`src/rtl/bcd_pkg.sv`:
```
`default_nettype none
// ============================================================================
// Module   : bcd_pkg
// Purpose  : Shared definitions for the sequential binary-to-BCD converter:
//            FSM state encoding, BCD digit width and the add-3 threshold.
// Revision : 1.0 - initial release
// ============================================================================
package bcd_pkg;

  localparam logic       IDLE = 1'b0;
  localparam logic       CONV = 1'b1;

  localparam int         BCD_DIGIT_W = 4;
  localparam logic [3:0] ADD3_THRESH = 4'd5;

  typedef enum logic {
    S_IDLE = IDLE,
    S_CONV = CONV
  } state_t;

endpackage : bcd_pkg
`default_nettype wire

```
`src/rtl/bcd_add3.sv`:
```
`default_nettype none
// ============================================================================
// Module   : bcd_add3
// Purpose  : Combinational double-dabble digit corrector.
//            o_digit = (i_digit >= 5) ? i_digit + 3 : i_digit
// Ports    : i_digit [3:0] - BCD digit before correction (value <= 9)
//            o_digit [3:0] - corrected digit
// Revision : 1.0 - initial release
// ============================================================================
module bcd_add3
  import bcd_pkg::*;
(
  input  logic [BCD_DIGIT_W-1:0] i_digit,
  output logic [BCD_DIGIT_W-1:0] o_digit
);

  // Input never exceeds 9, so +3 tops out at 12 and stays inside the nibble.
  assign o_digit = (i_digit >= ADD3_THRESH) ? (i_digit + 4'd3) : i_digit;

endmodule : bcd_add3
`default_nettype wire

```
`src/rtl/bin_to_bcd_seq.sv`:
```
`default_nettype none
// ============================================================================
// Module   : bin_to_bcd_seq
// Purpose  : Sequential binary-to-BCD converter (shift-add-3, one bit per
//            clock). A start accepted in IDLE captures i_bin_in; WIDTH edges
//            later o_bcd_out is updated and o_done pulses for one cycle.
// Ports    : clk        - clock
//            resetn     - synchronous, active-low reset
//            i_start    - conversion request, sampled only in IDLE
//            i_bin_in   - binary operand, captured on the accepting edge
//            o_busy     - high while converting (decoded from state)
//            o_done     - one-cycle pulse, o_bcd_out just updated
//            o_bcd_out  - packed BCD, digit i at [4i+3:4i], digit 0 = ones
//            o_blank    - (BCD_BLANK_LEADING_EN only) leading-zero blanking,
//                         bit i set when digit i and all higher digits are 0;
//                         bit 0 is always clear
// Options  : `define BCD_BLANK_LEADING_EN to add the o_blank port.
// Revision : 1.0 - initial release
// ============================================================================
module bin_to_bcd_seq
  import bcd_pkg::*;
#(
  parameter int WIDTH  = 8,
  parameter int DIGITS = 3
) (
  input  logic                         clk,
  input  logic                         resetn,
  input  logic                         i_start,
  input  logic [WIDTH-1:0]             i_bin_in,
  output logic                         o_busy,
  output logic                         o_done,
  output logic [BCD_DIGIT_W*DIGITS-1:0] o_bcd_out
`ifdef BCD_BLANK_LEADING_EN
  ,
  output logic [DIGITS-1:0]            o_blank
`endif
);

  localparam int BCD_W = BCD_DIGIT_W * DIGITS;
  localparam int CNT_W = $clog2(WIDTH) + 1;

  state_t             r_state;
  state_t             w_state_next;
  logic [WIDTH-1:0]   r_shift_bin;
  logic [BCD_W-1:0]   r_bcd_acc;
  logic [CNT_W-1:0]   r_count;
  logic [BCD_W-1:0]   r_bcd_out;
  logic               r_done;

  logic               w_last;
  logic               w_load;
  logic               w_finish;
  logic [BCD_W-1:0]   w_corr;
  logic [BCD_W-1:0]   w_acc_next;
  logic               w_unused;

  // --------------------------------------------------------------------------
  // Per-digit add-3 correction, all digits in parallel
  // --------------------------------------------------------------------------
  for (genvar gi = 0; gi < DIGITS; gi++) begin : g_add3
    bcd_add3 u_add3 (
      .i_digit (r_bcd_acc[BCD_DIGIT_W*gi +: BCD_DIGIT_W]),
      .o_digit (w_corr   [BCD_DIGIT_W*gi +: BCD_DIGIT_W])
    );
  end

  // Corrected accumulator shifted left, operand MSB entering bit 0. The top
  // bit of the corrected value is always zero because the result fits DIGITS.
  assign w_acc_next = {w_corr[BCD_W-2:0], r_shift_bin[WIDTH-1]};
  assign w_unused   = w_corr[BCD_W-1];

  assign w_last = (r_count == CNT_W'(WIDTH - 1));

  // --------------------------------------------------------------------------
  // FSM
  // --------------------------------------------------------------------------
  always_ff @(posedge clk) begin
    if (!resetn) begin
      r_state <= S_IDLE;
    end else begin
      r_state <= w_state_next;
    end
  end

  always_comb begin
    w_state_next = r_state;
    w_load       = 1'b0;
    w_finish     = 1'b0;
    case (r_state)
      S_IDLE: begin
        if (i_start) begin
          w_load       = 1'b1;
          w_state_next = S_CONV;
        end
      end
      S_CONV: begin
        if (w_last) begin
          w_finish     = 1'b1;
          w_state_next = S_IDLE;
        end
      end
      default: w_state_next = S_IDLE;
    endcase
  end

  // --------------------------------------------------------------------------
  // Datapath: operand shifter, BCD accumulator, bit counter, result register
  // --------------------------------------------------------------------------
  always_ff @(posedge clk) begin
    if (!resetn) begin
      r_shift_bin <= '0;
      r_bcd_acc   <= '0;
      r_count     <= '0;
      r_bcd_out   <= '0;
      r_done      <= 1'b0;
    end else begin
      r_done <= 1'b0;
      if (w_load) begin
        r_shift_bin <= i_bin_in;
        r_bcd_acc   <= '0;
        r_count     <= '0;
      end else if (r_state == S_CONV) begin
        r_bcd_acc   <= w_acc_next;
        r_shift_bin <= {r_shift_bin[WIDTH-2:0], 1'b0};
        r_count     <= r_count + CNT_W'(1);
      end
      if (w_finish) begin
        r_bcd_out <= w_acc_next;
        r_done    <= 1'b1;
      end
    end
  end

`ifdef BCD_BLANK_LEADING_EN
  // --------------------------------------------------------------------------
  // Leading-zero blanking, registered alongside the result
  // --------------------------------------------------------------------------
  logic [DIGITS-1:0] r_blank;
  logic [DIGITS-1:0] w_blank_next;

  // The ones digit is never blanked so a zero result still shows "0".
  assign w_blank_next[0] = 1'b0;
  for (genvar gb = 1; gb < DIGITS; gb++) begin : g_blank
    assign w_blank_next[gb] = ~|w_acc_next[BCD_W-1:BCD_DIGIT_W*gb];
  end

  always_ff @(posedge clk) begin
    if (!resetn) begin
      r_blank <= {{(DIGITS-1){1'b1}}, 1'b0};
    end else if (w_finish) begin
      r_blank <= w_blank_next;
    end
  end

  assign o_blank = r_blank;
`endif

  assign o_busy    = (r_state == S_CONV);
  assign o_done    = r_done;
  assign o_bcd_out = r_bcd_out;

endmodule : bin_to_bcd_seq
`default_nettype wire

```
`config.mk`:
```
export PLATFORM = sky130hd
export DESIGN_NAME = bin_to_bcd_seq
export DESIGN_NICKNAME = d
export VERILOG_FILES = /design/src/rtl/bcd_pkg.sv /design/src/rtl/bcd_add3.sv /design/src/rtl/bin_to_bcd_seq.sv
export SDC_FILE = /design/constraint.sdc
export NUM_CORES = 1
export LEC_CHECK = 0
export CAP_MARGIN = 20
export CORE_ASPECT_RATIO = 0.6
export CORE_MARGIN = 4
export CORE_UTILIZATION = 48
export DETAILED_ROUTE_END_ITERATION = 10
export PLACE_DENSITY = 0.82
export SLEW_MARGIN = 20
export SYNTH_ARGS = -nofsm -noshare
export SYNTH_HDL_FRONTEND = slang
export SYNTH_SLANG_ARGS = --single-unit
```
`constraint.sdc`:
```
create_clock -name clk -period 1.5 [get_ports clk]
set_clock_uncertainty 0.05 [all_clocks]
set_input_delay 0.15 -clock clk [delete_from_list [all_inputs] [get_ports clk]]
set_output_delay 0.15 -clock clk [all_outputs]
set_load 0.02 [all_outputs]
```
==> results.txt, run 1 <==
----------------------------------------------------
[Min path]
  Path class of the lowest-slack min-delay path ... reg2reg
  Number of cells on the worst hold path ... 2

[Global routing]
  Combined global-route utilization of all metal layers ... approximately 16%
  Total overflow reported by the global router ... 0
  Number of antenna violations at the first check in global routing ... 0
  Via count of the first global-routing pass ... 1428
  Maximum number of pins on one net before global-route repair ... 29
  First-pass GRT wire length ... 6080 um

[Worst setup path]
  Worst r2r dst ... r_bcd_acc[1]
  Crit path buffers/inverters ... 1
  Crit. path cell count ... 1
  CP max FO ... 2
  Worst-path cell with the longest stage delay ... clkdlybuf4s50_1
  Worst Setup EP ... o_bcd_out[1]
  Critical Path AT ... approximately 1.3 ns
  Reg-to-reg critical path startpoint ... r_bcd_acc[0]
  CP max stage delay ... 0.61 ns
  Sort of element at the start of the critical path ... register
  Worst reg2reg path depth ... 6
  Worst path required time ... 1.30 ns
  Cell type group with the largest total delay on the critical path ... buffers and inverters
  Cell chain of the critical path ... clkdlybuf4s50_1
  Endpoint class of the critical path ... output port
  Slack of the worst reg-to-reg path ... 0.05 ns
  Critical path class ... reg2out
  Launching instance or port of the critical path ... o_bcd_out[1]

[Flow run]
  Maximum capacitance violations ... 0

[Yosys]
  Cell types with the largest area share after synthesis ... dfxtp_1, mux2i_1, o21ai_2
  Number of enable-type register cells in the synthesized netlist ... 0
  Synthesis Warnings ... 0
  Share of synthesized registers carrying an async set or reset ... 0%
  Syn Inst Count ... approximately 200
  Post-synthesis cell type with the largest combined area ... dfxtp_1
  Top cell type's share of synthesized area ... 41.4%
  Seq cells post-synth ... 38
  Mean instance size in the synthesized netlist ... 9.00 um^2
  Fraction of the yosys area taken by sequential cells ... 41.4%
  Cell variety after synth ... 34
  Flip-flop cell with the highest count after synthesis ... dfxtp_1
  Syn nets ... 222
  Post-Synthesis Cell Area ... 1840 um^2

[Detailed routing]
  Routed wirelength normalized by instance count ... 12.7 um
  Number of routed nets with antenna violations ... 0
  Initial DRC count ... 48
  Total iterations of the first detailed-routing run ... 6
  Number of vias per cell after detailed routing ... 5.14
  DRC errors left ... 0
  Routed Wire Length ... 3680 um
  Total number of vias ... between 1k and 1.5k

[Cells and area]
  Commonest cells after routing, fill and taps aside ... dfxtp_1, nand2_1, clkdlybuf4s50_1
  Area growth from synthesis to layout ... 29.3%
  Core Util, Final ... 64.5%
  Share of final-layout standard cells stronger than drive strength 1 ... 22.6%
  Number of fill cells ... around 320
  Net count of the finished layout ... 260
  Antenna fix cells ... 0
  Most common cell after layout, fill and taps aside ... dfxtp_1

[Timing]
  Slew at the pin with the worst max-slew slack ... 0.306 ns
  Period utilization ... 97.2%
  Number of hold-slack violations in the final timing report ... 0
  Setup repair after global routing missed its margin ... true
  Setup slack after layout ... 0.0427 ns
  Final setup fails ... 0
  Max Fclk ... 686 MHz
  Minimum period implied by the final worst setup slack ... 1.46 ns
  Count of pins over their slew limit ... 0
  Worst rel slew slack ... 79.6%

[Placement]
  Estimated wirelength of the detail-placed design ... 2620 um
  Post-place setup slack ... 0.00822 ns
  Buffers on Ports ... 24
  RePlAce Congestion ... just under 0.9

[Floorplan]
  Vertical die dimension ... 55.9 um
  Die area ... 4910 um^2
  Count of pins on the block boundary ... 25
  Width of the die ... between 80 and 90 um
  Number of placement rows ... 17
  Core region area ... 3680 um^2
  Effective utilization at floorplan ... 49.9%

[Pwr]
  Leak ... 0.914 nW
  Maximum VDD drop ... just under 500 uV
  Cell area power density ... 857 nW/um^2

[Clock tree]
  Cts bufs inserted ... 5
  Clock transition at the registers of the reported paths ... 0.07 ns
  Later-pin clock latency in the skew report ... about 0.30 ns
  Clock tree from TritonCTS ... built
  TritonCTS Sinks ... 38
  Buffer type at the clock tree root ... clkbuf_8
  Count of H-tree levels built during CTS ... 2
  Maximum buffer depth of the clock tree ... 2

[Outcome]
  Result of the run ... finished clean

----------------------------------------------------
## sequential cells by signal, summed over array words and instances (netlist names)
signal	cells
o_busy	1
r_shift_bin	8
r_count	4
r_bcd_acc	12
o_done	1
o_bcd_out	12
## cells in the mapped netlist (2+ instances only)
master    number
nor3_1         3
xnor2_1        4
buf_2          2
xor2_1         2
and3_1         2
nand2_1       26
a21oi_1       10
o21ai_2       13
dfxtp_1       38
mux2i_1       13
inv_1         12
nand3_1        4
nor2_1         8
a211oi_1       2
o22ai_1        3
nand2b_1       7
a31oi_1        3
and2b_1        2
buf_4          4
buf_6          3
o21ai_0       13
ha_1           7
clkbuf_1       2
a21oi_2        3
and2_1         7
nor3b_1        3
## cell families (layout without fill, tap and decap cells)
group           count (synthesis)  after routing  synth area share, %
flops                          38             38                 41.4
xor+xnor                        6              6                 2.86
compound gates                 51             51                 18.4
buf+inv                        23             62                 6.88
fa+ha+maj                       7              7                 4.77
mux                            13             13                 7.09
simple gates                   66             66                 18.5
## through the flow
stage               cell area, um^2  total power [mW]  TNS, ns  hold slack (ns)  cells
finish                         2370              2.03        0            0.402    290
global route                   2370              2.11  -0.0702            0.433    290
CTS                            2300              2.05        0            0.407    290
detailed placement             2210              1.31        0            0.391    282
global placement               2210              1.30        0            0.386    282
floorplan                      1840              1.22        0            0.232    204
## final cells by class
type	instances	area (um^2)	share of cell area, %
multi-input cells	143	1010	42.6
flip-flops and latches	38	766	32.3
repair buffers	42	402	16.9
clock buffers	7	86.3	3.64
well taps	47	58.8	2.48
inverters	12	45.0	1.90
clock inverters	1	5.00	0.211
## per-layer routing
metal	global-route usage (%)	wire, um	vias up	part of all wire (%)
met5	0	0	-	0
met4	8.32	68	0	1.8
met3	4.73	173	5	4.7
met2	24.7	1640	30	45
met1	19.9	1790	684	49
li1	-	-	773	-
## timing repair
item,in CTS,in global routing
endpoints found under the setup margin,3,10
gates resized for setup,2,14
hold buffers,0,0
buffers inserted,0,1
pin swaps,1,5
## power by group
part / internal (mW) / switching (mW)
sequential: 1.03 / 0.0190
combinational: 0.125 / 0.118
clock: 0.371 / 0.369
## worst min-delay path by stage
stage	slack, ns	endpoint	from
finish	0.40	o_bcd_out[10]	o_bcd_out[10]
global route	0.43	o_bcd_out[8]	o_bcd_out[8]
CTS	0.41	o_bcd_out[10]	o_bcd_out[10]
detailed placement	0.39	o_bcd_out[10]	o_bcd_out[10]
global placement	0.39	o_bcd_out[10]	o_bcd_out[10]
floorplan	0.23	o_done	resetn
(Power assumes the default switching activity.)
==> run 2: changes to the inputs <==
- SETUP_SLACK_MARGIN: not set -> 0.05
- SKIP_LAST_GASP: not set -> 1
==> run 2 against run 1 <==
Compared with the run above: fmax increased by 3.1%; combinational power up 7%; cell count is 0.34% higher; routed wire length up 6.1%; register-to-register slack improved by 0.04 ns; non-clock buffer count grew 1; largest cell class unchanged.
==> results.txt, run 2 (synthesized netlist as in run 1, its figures left out) <==
----------------------------------------------------
[Detailed routing]
  Initial DRC count ... 49 (+2.1%)
  Total number of vias ... 1517 (+1.7%)
  Routed Wire Length ... 3900 um (+6.1%)
  Total iterations of the first detailed-routing run ... 6 (unchanged)
  DRC errors left ... 0 (unchanged)
  Number of routed nets with antenna violations ... 0 (unchanged)
  Routed wirelength normalized by instance count ... 13.4 um (+5.8%)
  Number of vias per cell after detailed routing ... 5.21 (+1.3%)

[Global routing]
  Total overflow reported by the global router ... 0 (unchanged)
  Number of antenna violations at the first check in global routing ... 0 (unchanged)
  First-pass GRT wire length ... 6120 um (+0.69%)
  Via count of the first global-routing pass ... 1434 (+0.42%)
  Combined global-route utilization of all metal layers ... 16.1% (+0.092 points)
  Maximum number of pins on one net before global-route repair ... 29 (unchanged)

[Cells and area]
  Share of final-layout standard cells stronger than drive strength 1 ... 28.7% (+6.1 points)
  Number of fill cells ... 295 (-6.3%)
  Commonest cells after routing, fill and taps aside ... dfxtp_1, nand2_1, buf_4
  Net count of the finished layout ... 261 (+0.38%)
  Antenna fix cells ... 0 (unchanged)
  Most common cell after layout, fill and taps aside ... dfxtp_1
  Area growth from synthesis to layout ... 33.9%
  Count of non-filler cells in the finished layout ... 291 (+0.34%)

[Worst setup path]
  Cell type group with the largest total delay on the critical path ... buffers and inverters
  Critical Path AT ... 1.21 ns (-0.05 ns)
  Worst r2r dst ... o_bcd_out[6]
  Endpoint class of the critical path ... output port
  Worst-path cell with the longest stage delay ... clkdlybuf4s50_1
  Worst reg2reg path depth ... 6 (unchanged)
  Critical path class ... reg2out
  Slack of the worst reg-to-reg path ... 0.09 ns (+0.04 ns)
  CP max FO ... 1 (-1)
  CP max stage delay ... 0.60 ns (about the same)
  Crit path buffers/inverters ... 1 (unchanged)
  Sort of element at the start of the critical path ... register
  Worst path required time ... 1.30 ns (about the same)
  Reg-to-reg critical path startpoint ... r_bcd_acc[5]
  Cell chain of the critical path ... clkdlybuf4s50_1

[Timing]
  Count of pins over their slew limit ... 0 (unchanged)
  Final setup fails ... 0 (unchanged)
  Worst rel slew slack ... 79.8% (+0.18 points)
  Minimum period implied by the final worst setup slack ... 1.41 ns (-0.0441 ns)
  Number of hold-slack violations in the final timing report ... 0 (unchanged)
  Max Fclk ... 708 MHz (+3.1%)
  Accumulated negative setup slack ... 0 ns (unchanged)
  Period utilization ... 94.2% (-2.9 points)
  WHS ... 0.398 ns (-0.00410 ns)
  Setup repair after global routing missed its margin ... true
  Slew at the pin with the worst max-slew slack ... 0.303 ns (-0.00263 ns)

[Placement]
  RePlAce Congestion ... 0.895 (unchanged)
  Estimated wirelength of the detail-placed design ... 2620 um (unchanged)
  Buffers on Ports ... 24 (unchanged)
  Post-placement cell count ... 282 (unchanged)

[Min path]
  Path class of the lowest-slack min-delay path ... reg2reg
  Hold path startpoint ... o_bcd_out[10]
  Terminating pin of the worst hold path ... o_bcd_out[10]
  Number of cells on the worst hold path ... 2 (unchanged)

[Clock tree]
  Maximum buffer depth of the clock tree ... 2 (unchanged)
  Clock tree from TritonCTS ... built
  Buffer type at the clock tree root ... clkbuf_8
  Cts bufs inserted ... 5 (unchanged)
  Clock transition at the registers of the reported paths ... 0.07 ns (about the same)
  TritonCTS Sinks ... 38 (unchanged)
  Later-pin clock latency in the skew report ... 0.30 ns (about the same)
  Count of H-tree levels built during CTS ... 2 (unchanged)

[Pwr]
  Cell area power density ... 837 nW/um^2 (-2.3%)
  Maximum VDD drop ... 503 uV (+1.6%)
  Leak ... 1.07 nW (+17%)

[Floorplan]
  Count of pins on the block boundary ... 25 (unchanged)
  Effective utilization at floorplan ... 49.9% (unchanged)
  Width of the die ... 87.8 um (unchanged)
  Die area ... 4910 um^2 (unchanged)
  Core region area ... 3680 um^2 (unchanged)
  Number of placement rows ... 17 (unchanged)
  Vertical die dimension ... 55.9 um (unchanged)

[Outcome]
  Result of the run ... finished clean

[Flow run]
  Maximum capacitance violations ... 0 (unchanged)

----------------------------------------------------
## run 2: cell type report
cell class              instances  area [um^2]  share of cell area (%)
flip-flops and latches         38          769                    31.3
clock inverters                 1         5.00                   0.204
well taps                      47         58.8                    2.39
clock buffers                   7         86.3                    3.51
inverters                      12         45.0                    1.83
multi-input cells             143         1070                    43.6
repair buffers                 43          422                    17.2
## run 2: worst register-to-register path, stage by stage (launching register included)
cell	delay, ns
dfxtp_2	0.33
inv_2	0.05
ha_2	0.17
nand2b_4	0.15
a21oi_4	0.22
mux2i_2	0.27
o21ai_2	0.07
## run 2: metrics by stage
stage	power, mW	worst slack (ns)	utilization, %	cell area (um^2)
4_1_cts	2.05	0.0497	63.1	2320
3_3_place_gp	1.30	0.0815	60.1	2210
2_1_floorplan	1.22	0.0882	-	1840
6_report	2.06	0.0868	66.8	2460
3_5_place_dp	1.31	0.00822	60.1	2210
5_1_grt	2.13	0.0132	66.8	2460
## run 2: worst max path at each step
stage,from,end,slack (ns),depth (start not counted)
CTS,r_bcd_acc[0],r_bcd_acc[4],0.05,6
floorplan,r_bcd_acc[1],r_bcd_acc[1],0.09,6
global placement,r_bcd_acc[0],r_bcd_acc[4],0.08,6
finish,o_done,o_done,0.09,1
global route,r_bcd_acc[5],r_bcd_acc[6],0.01,7
detailed placement,r_bcd_acc[1],r_bcd_acc[1],0.008,6
## run 2: report_power, final
group	switching, mW	internal [mW]
combinational	0.125	0.133
sequential	0.0204	1.03
clock	0.377	0.371
total	0.523	1.54
## run 2: per-layer routing
layer,vias up,wire [um],track usage [%]
li1,774,-,-
met1,706,1880,20.2
met2,32,1770,24.7
met3,5,188,4.73
met4,0,69,8.32
met5,-,0,0
## run 2: what timing repair did
item,in CTS,in global routing
pin swaps,3,6
setup endpoints to repair,12,21
hold buffers,0,0
buffers inserted,1,0
resized for setup,10,35
endpoints found under the hold margin,0,0
